File: src/rtl/count_seq_pkg.sv
// count_seq_pkg
//   Shared types and defaults for the counter sequencer.
//   - seq_state_t : sequencer FSM states
//   - WIDTH_DEF   : default counter / command field width
//   - HOLD_DEF    : default idle gap between passes, in cycles
package count_seq_pkg;

    localparam int WIDTH_DEF = 4;
    localparam int HOLD_DEF  = 2;

    typedef enum logic [2:0] {
        S_IDLE,
        S_CLEAR,
        S_COUNT,
        S_HOLD,
        S_DONE
    } seq_state_t;

endpackage

File: src/rtl/count_seq_ctrl_hold_timer.sv
// hold_timer
//   Down-counter that times the idle gap between passes.
//   Ports:
//     clk    in  system clock
//     reset  in  synchronous active-low reset
//     load   in  pulse on the cycle that transitions into HOLD
//     run    in  high while the FSM sits in HOLD
//     expire out high on the last HOLD cycle
module hold_timer #(
    parameter int HOLD_CYCLES = 2
) (
    input  logic clk,
    input  logic reset,
    input  logic load,
    input  logic run,
    output logic expire
);

    localparam int CW = $clog2(HOLD_CYCLES + 1);

    logic [CW-1:0] remain;

    // Loaded with HOLD_CYCLES-1 so the first HOLD cycle already counts;
    // expire on zero gives exactly HOLD_CYCLES cycles in HOLD.
    always_ff @(posedge clk) begin
        if (!reset)
            remain <= '0;
        else if (load)
            remain <= CW'(HOLD_CYCLES - 1);
        else if (run && remain != '0)
            remain <= remain - 1'b1;
    end

    assign expire = (remain == '0);

endmodule

File: src/rtl/count_seq_ctrl.sv
// count_seq_ctrl
//   Sequences an external up-counter: clear, count 0..target, idle gap,
//   repeated for a given number of passes.
//   Ports:
//     clk, reset         clock, synchronous active-low reset
//     start / ready      command handshake (accept on start && ready)
//     target, loops      terminal count and pass count, latched on accept
//     pause              freezes counting in COUNT
//     abort              cancels an active command, no done pulse
//     cnt_q              counter value fed back
//     cnt_en, cnt_clr    counter enable / synchronous clear
//     busy, done         command in progress / completion pulse
//     loop_idx           current pass, 0-based
module count_seq_ctrl
    import count_seq_pkg::*;
#(
    parameter int WIDTH       = WIDTH_DEF,
    parameter int HOLD_CYCLES = HOLD_DEF
) (
    input  logic             clk,
    input  logic             reset,
    input  logic             start,
    output logic             ready,
    input  logic [WIDTH-1:0] target,
    input  logic [WIDTH-1:0] loops,
    input  logic             pause,
    input  logic             abort,
    input  logic [WIDTH-1:0] cnt_q,
    output logic             cnt_en,
    output logic             cnt_clr,
    output logic             busy,
    output logic             done,
    output logic [WIDTH-1:0] loop_idx
);

    seq_state_t       state, state_nxt;
    logic [WIDTH-1:0] tgt_q, tgt_nxt;
    logic [WIDTH-1:0] loops_q, loops_nxt;
    logic [WIDTH-1:0] idx_nxt;
    logic             hold_load, hold_expire;
    logic             at_target, last_pass;

    assign at_target = (cnt_q == tgt_q);
    // loops_q >= 1 whenever this is used (loops==0 skips straight to DONE).
    assign last_pass = (loop_idx == WIDTH'(loops_q - 1'b1));

    hold_timer #(
        .HOLD_CYCLES(HOLD_CYCLES)
    ) u_hold (
        .clk   (clk),
        .reset (reset),
        .load  (hold_load),
        .run   (state == S_HOLD),
        .expire(hold_expire)
    );

    always_ff @(posedge clk) begin
        if (!reset) begin
            state    <= S_IDLE;
            tgt_q    <= '0;
            loops_q  <= '0;
            loop_idx <= '0;
        end else begin
            state    <= state_nxt;
            tgt_q    <= tgt_nxt;
            loops_q  <= loops_nxt;
            loop_idx <= idx_nxt;
        end
    end

    always_comb begin
        state_nxt = state;
        tgt_nxt   = tgt_q;
        loops_nxt = loops_q;
        idx_nxt   = loop_idx;
        ready     = 1'b0;
        busy      = 1'b1;
        done      = 1'b0;
        cnt_en    = 1'b0;
        cnt_clr   = 1'b0;
        hold_load = 1'b0;

        case (state)
            S_IDLE: begin
                ready = 1'b1;
                busy  = 1'b0;
                if (start) begin
                    tgt_nxt   = target;
                    loops_nxt = loops;
                    idx_nxt   = '0;
                    state_nxt = (loops == '0) ? S_DONE : S_CLEAR;
                end
            end
            S_CLEAR: begin
                cnt_clr   = 1'b1;
                state_nxt = S_COUNT;
            end
            S_COUNT: begin
                // pause only gates the enable; the exit check still runs.
                cnt_en = !pause && !at_target;
                if (at_target) begin
                    if (last_pass) begin
                        state_nxt = S_DONE;
                    end else begin
                        idx_nxt   = loop_idx + 1'b1;
                        hold_load = 1'b1;
                        state_nxt = S_HOLD;
                    end
                end
            end
            S_HOLD: begin
                if (hold_expire)
                    state_nxt = S_CLEAR;
            end
            S_DONE: begin
                done      = 1'b1;
                state_nxt = S_IDLE;
            end
            default: state_nxt = S_IDLE;
        endcase

        // abort overrides everything outside IDLE, including the done pulse.
        if (abort && state != S_IDLE) begin
            state_nxt = S_IDLE;
            idx_nxt   = '0;
            cnt_en    = 1'b0;
            done      = 1'b0;
            hold_load = 1'b0;
        end
    end

endmodule

File: config.mk
export PLATFORM = sky130hd
export DESIGN_NAME = count_seq_ctrl
export DESIGN_NICKNAME = d
export VERILOG_FILES = /design/src/rtl/count_seq_pkg.sv /design/src/rtl/count_seq_ctrl_hold_timer.sv /design/src/rtl/count_seq_ctrl.sv
export SDC_FILE = /design/constraint.sdc
export NUM_CORES = 1
export LEC_CHECK = 0
export ABC_CLOCK_PERIOD_IN_PS = 2100
export BUFFER_PORTS_ARGS = -buffer_cell sky130_fd_sc_hd__buf_4
export CAP_MARGIN = 10
export CORE_MARGIN = 2
export CORE_UTILIZATION = 40
export DETAILED_ROUTE_END_ITERATION = 8
export PLACE_DENSITY_LB_ADDON = 0.12
export SYNTH_ARGS = -nofsm -noshare
export SYNTH_HDL_FRONTEND = slang
export SYNTH_SLANG_ARGS = --single-unit
File: constraint.sdc
create_clock -name clk -period 2.1 [get_ports clk]
set_clock_uncertainty 0.1 [all_clocks]
set_input_delay 0.105 -clock clk [delete_from_list [all_inputs] [get_ports clk]]
set_output_delay 0.105 -clock clk [all_outputs]
set_load 0.02 [all_outputs]
==> results.json <==
{
  "stdcell_count": 191,
  "remaining_drc_errors": 0,
  "fin_crit_ns": 1.97,
  "crit_path_top_delay_cell": "or4_1",
  "path_clk_slew_ns": 0.11,
  "r2r_slack_ns": 0.13,
  "max_cap_viol_count": 0,
  "synth_top_family_by_area": "simple AND/OR/NAND/NOR gates",
  "synth.area.mux_share_pct": 0,
  "post_drt_via_cell_ratio": 5.22,
  "cp_cell_sequence": "inv_1, ha_1, xnor2_2, nor3_2, and3_2, or4_1, a21oi_1",
  "wl_mm": 2.64,
  "overflow": 0,
  "switching_share_pct": 36.1,
  "status": "completed",
  "drv_slew": 0,
  "endpoint_kind": "flop",
  "dp_hpwl_mm": 1.98,
  "reg2reg_depth": 7,
  "syn_nets": 144,
  "globalplace.congestion": 0.833,
  "start_util_pct": 42.1,
  "tns_ns": 0,
  "layout_common_cells": "buf_4, nand2_1, dfxtp_1",
  "syn_area_mm2": 0.00104,
  "comb_power_share_pct": 41.3,
  "layout-drive-gt1-share_pct": 28.0,
  "die-area_mm2": 0.00303,
  "diodes": 0,
  "yosysTopAreaCellShare_pct": 32.6,
  "cp_slowest_stage_delay_ns": 0.46,
  "syn_area_per_cell_um2": 8.42,
  "ant_nets": 0,
  "fp.dieH_um": 55.1,
  "cellPowerDensity_mw_per_mm2": 707,
  "clk_path_buf_depth": 2,
  "antenna_found_initial": 0,
  "tritoncts": "done",
  "yosys.area_share.simple_pct": 27.9,
  "synthCells": 124,
  "fp.coreArea_mm2": 0.00248,
  "synthAdderAreaFrac_pct": 3.60,
  "hp-start": "reset",
  "final_nets": 182,
  "avgRoutedWirePerCell_um": 13.8,
  "worstMarginPinSlew_ns": 0.414,
  "placed_cells": 179,
  "cts_buffers": 3,
  "mostFrequentLayoutCell": "buf_4",
  "hold_path.class": "input port to flop",
  "hold_path_depth": 2,
  "io_buffer_count": 25,
  "ys.warnings.count": 0,
  "cts_root_buf": "clkbuf_4",
  "timing.rr.start": "loops_q[0]",
  "worst-endpoint-arrival_ns": 2.10,
  "reg2reg_to": "loop_idx[3]",
  "synth_compound_area_share_pct": 19.7,
  "crit_required_ns": 2.23,
  "synth_seq_area_share_pct": 32.6,
  "grt_usage_pct": 19.6,
  "syn2layout_area_growth_pct": 32.6,
  "yosys-top-cells-area": "dfxtp_1, nand2_1, xnor2_1, a21boi_0, ha_1",
  "pin_count": 26,
  "whs_ns": 0.0126,
  "ys_seq_elements": 17,
  "clkSinkCount": 17,
  "p_seq_share_pct": 40.0,
  "timing.fmax_mhz": 509,
  "hold_path_end": "state[1]",
  "drt_iter0_drc": 13,
  "die_x_um": 55.1,
  "cp-start-kind": "flop",
  "insertion_delay_ns": 0.30,
  "clockPowerShare_pct": 18.7,
  "grt_max_degree": 14,
  "synth-xor-area-share_pct": 9.83,
  "grt_pass1_vias": 989,
  "drt_pass1_iterations": 4,
  "leakagePower_nw": 0.573,
  "crit_type": "flop to flop",
  "rsz0062_at_grt": "false",
  "intPower_mw": 0.625,
  "post-route-period-util_pct": 93.6,
  "hold_viol": 0,
  "ir_worst_vdd_uv": 455,
  "synth.distinct_cells": 41,
  "grt_first_pass_wirelength_mm": 4.26,
  "switching_power_mw": 0.353,
  "vias": 997,
  "relSlewSlack_pct": 72.2,
  "crit_fanout": 6,
  "cts_htree_levels": 1,
  "post-synth-top-area-cell": "dfxtp_1",
  "rows": 18,
  "report.final.setup_viol": 0,
  "fill_cells": 244
}
-- metal layers --
| metal | track usage, % | vias to the layer above | share of wire, % |
|---|---|---|---|
| li1 | - | 511 | - |
| met1 | 24.2 | 452 | 45 |
| met2 | 33.7 | 27 | 49 |
| met3 | 2.96 | 7 | 3.6 |
| met4 | 8.13 | 0 | 2.1 |
| met5 | 0 | - | 0 |
-- synth_stat cells --
cell type / n
xor3_1: 1
dfxtp_1: 17
nor4b_1: 1
or2b_1: 1
o21ai_0: 5
ha_1: 3
o211a_1: 1
o21bai_1: 1
a21oi_1: 4
nor3_1: 4
o311ai_0: 1
nand2_1: 22
nor3b_1: 1
a221oi_1: 2
and2_4: 1
nor4_1: 2
a2bb2oi_1: 1
and3_1: 1
and2_2: 1
o311a_1: 1
xnor2_1: 8
nor2_1: 7
nor3_4: 1
nand3_1: 5
or3_2: 1
buf_6: 1
a21oi_4: 1
inv_1: 6
and2b_2: 1
a21boi_0: 8
or4b_2: 1
clkbuf_1: 2
xor2_1: 1
or4_1: 1
nand4_1: 2
a31oi_1: 1
o31ai_1: 2
and4_2: 1
buf_2: 1
buf_12: 1
nand2b_1: 1
-- timing repair --
action / in CTS / in global routing
gates resized for setup: 0 / 4
setup buffers: 0 / 0
setup endpoints to repair: 0 / 4
endpoints found under the hold margin: 8 / 0
hold buffers: 8 / 0
-- sequential cells by signal, summed over array words and instances, names as in the netlist --
register / flops
u_hold.remain: 2
loop_idx: 4
tgt_q: 4
state: 3
loops_q: 4
-- final cells by class --
class	count	area, µm²	share of cell area (%)
multi-input cells	96	651	47.0
flip-flops and latches	17	342	24.7
repair buffers	38	305	22.1
well taps	30	37.5	2.71
clock buffers	4	26.3	1.90
inverters	6	22.5	1.63
-- metrics by stage --
stage | instance area, µm² | setup slack (ns) | utilization, % | power [mW]
2_1_floorplan | 1040 | 0.190 | - | 0.670
3_3_place_gp | 1260 | 0.185 | 51.0 | 0.774
3_5_place_dp | 1260 | 0.0712 | 51.0 | 0.781
4_1_cts | 1370 | 0.0661 | 55.3 | 0.973
5_1_grt | 1380 | 0.0129 | 55.9 | 1.03
6_report | 1380 | 0.134 | 55.9 | 0.979
-- how the worst max path moves through the flow --
stage,from,endpoint,cells after the start
6_report,loops_q[0],loop_idx[3],7
5_1_grt,loops_q[1],loop_idx[3],7
4_1_cts,loops_q[0],loop_idx[3],7
3_5_place_dp,loops_q[0],state[0],7
3_3_place_gp,loops_q[0],loop_idx[3],7
2_1_floorplan,state[0],loop_idx[3],7
-- kinds of logic after synthesis --
kind of cell,after synthesis
AO/OA/AOI/OAI,28
XOR/XNOR,10
adder cells (fa/ha/maj),3
buffers and inverters,11
flip-flops,17
AND/OR/NAND/NOR,55
-- critical path, delay by kind of cell, from the launching register on --
| family | cells | cell delay [ns] |
|---|---|---|
| flip-flops | 1 | 0.37 |
| AO/OA/AOI/OAI | 1 | 0.16 |
| buffers and inverters | 1 | 0.05 |
| adder cells (fa/ha/maj) | 1 | 0.32 |
| AND/OR/NAND/NOR | 3 | 0.77 |
| XOR/XNOR | 1 | 0.14 |
-- power by group through the flow --
stage / logic, mW / registers (mW) / clock network, mW
after floorplan: 0.284 / 0.386 / 0
after global placement: 0.378 / 0.396 / 0
after detailed placement: 0.383 / 0.398 / 0
after CTS: 0.396 / 0.391 / 0.186
after global routing: 0.443 / 0.395 / 0.196
final: 0.404 / 0.391 / 0.183
Note: power is estimated with default switching activity, not from simulation.
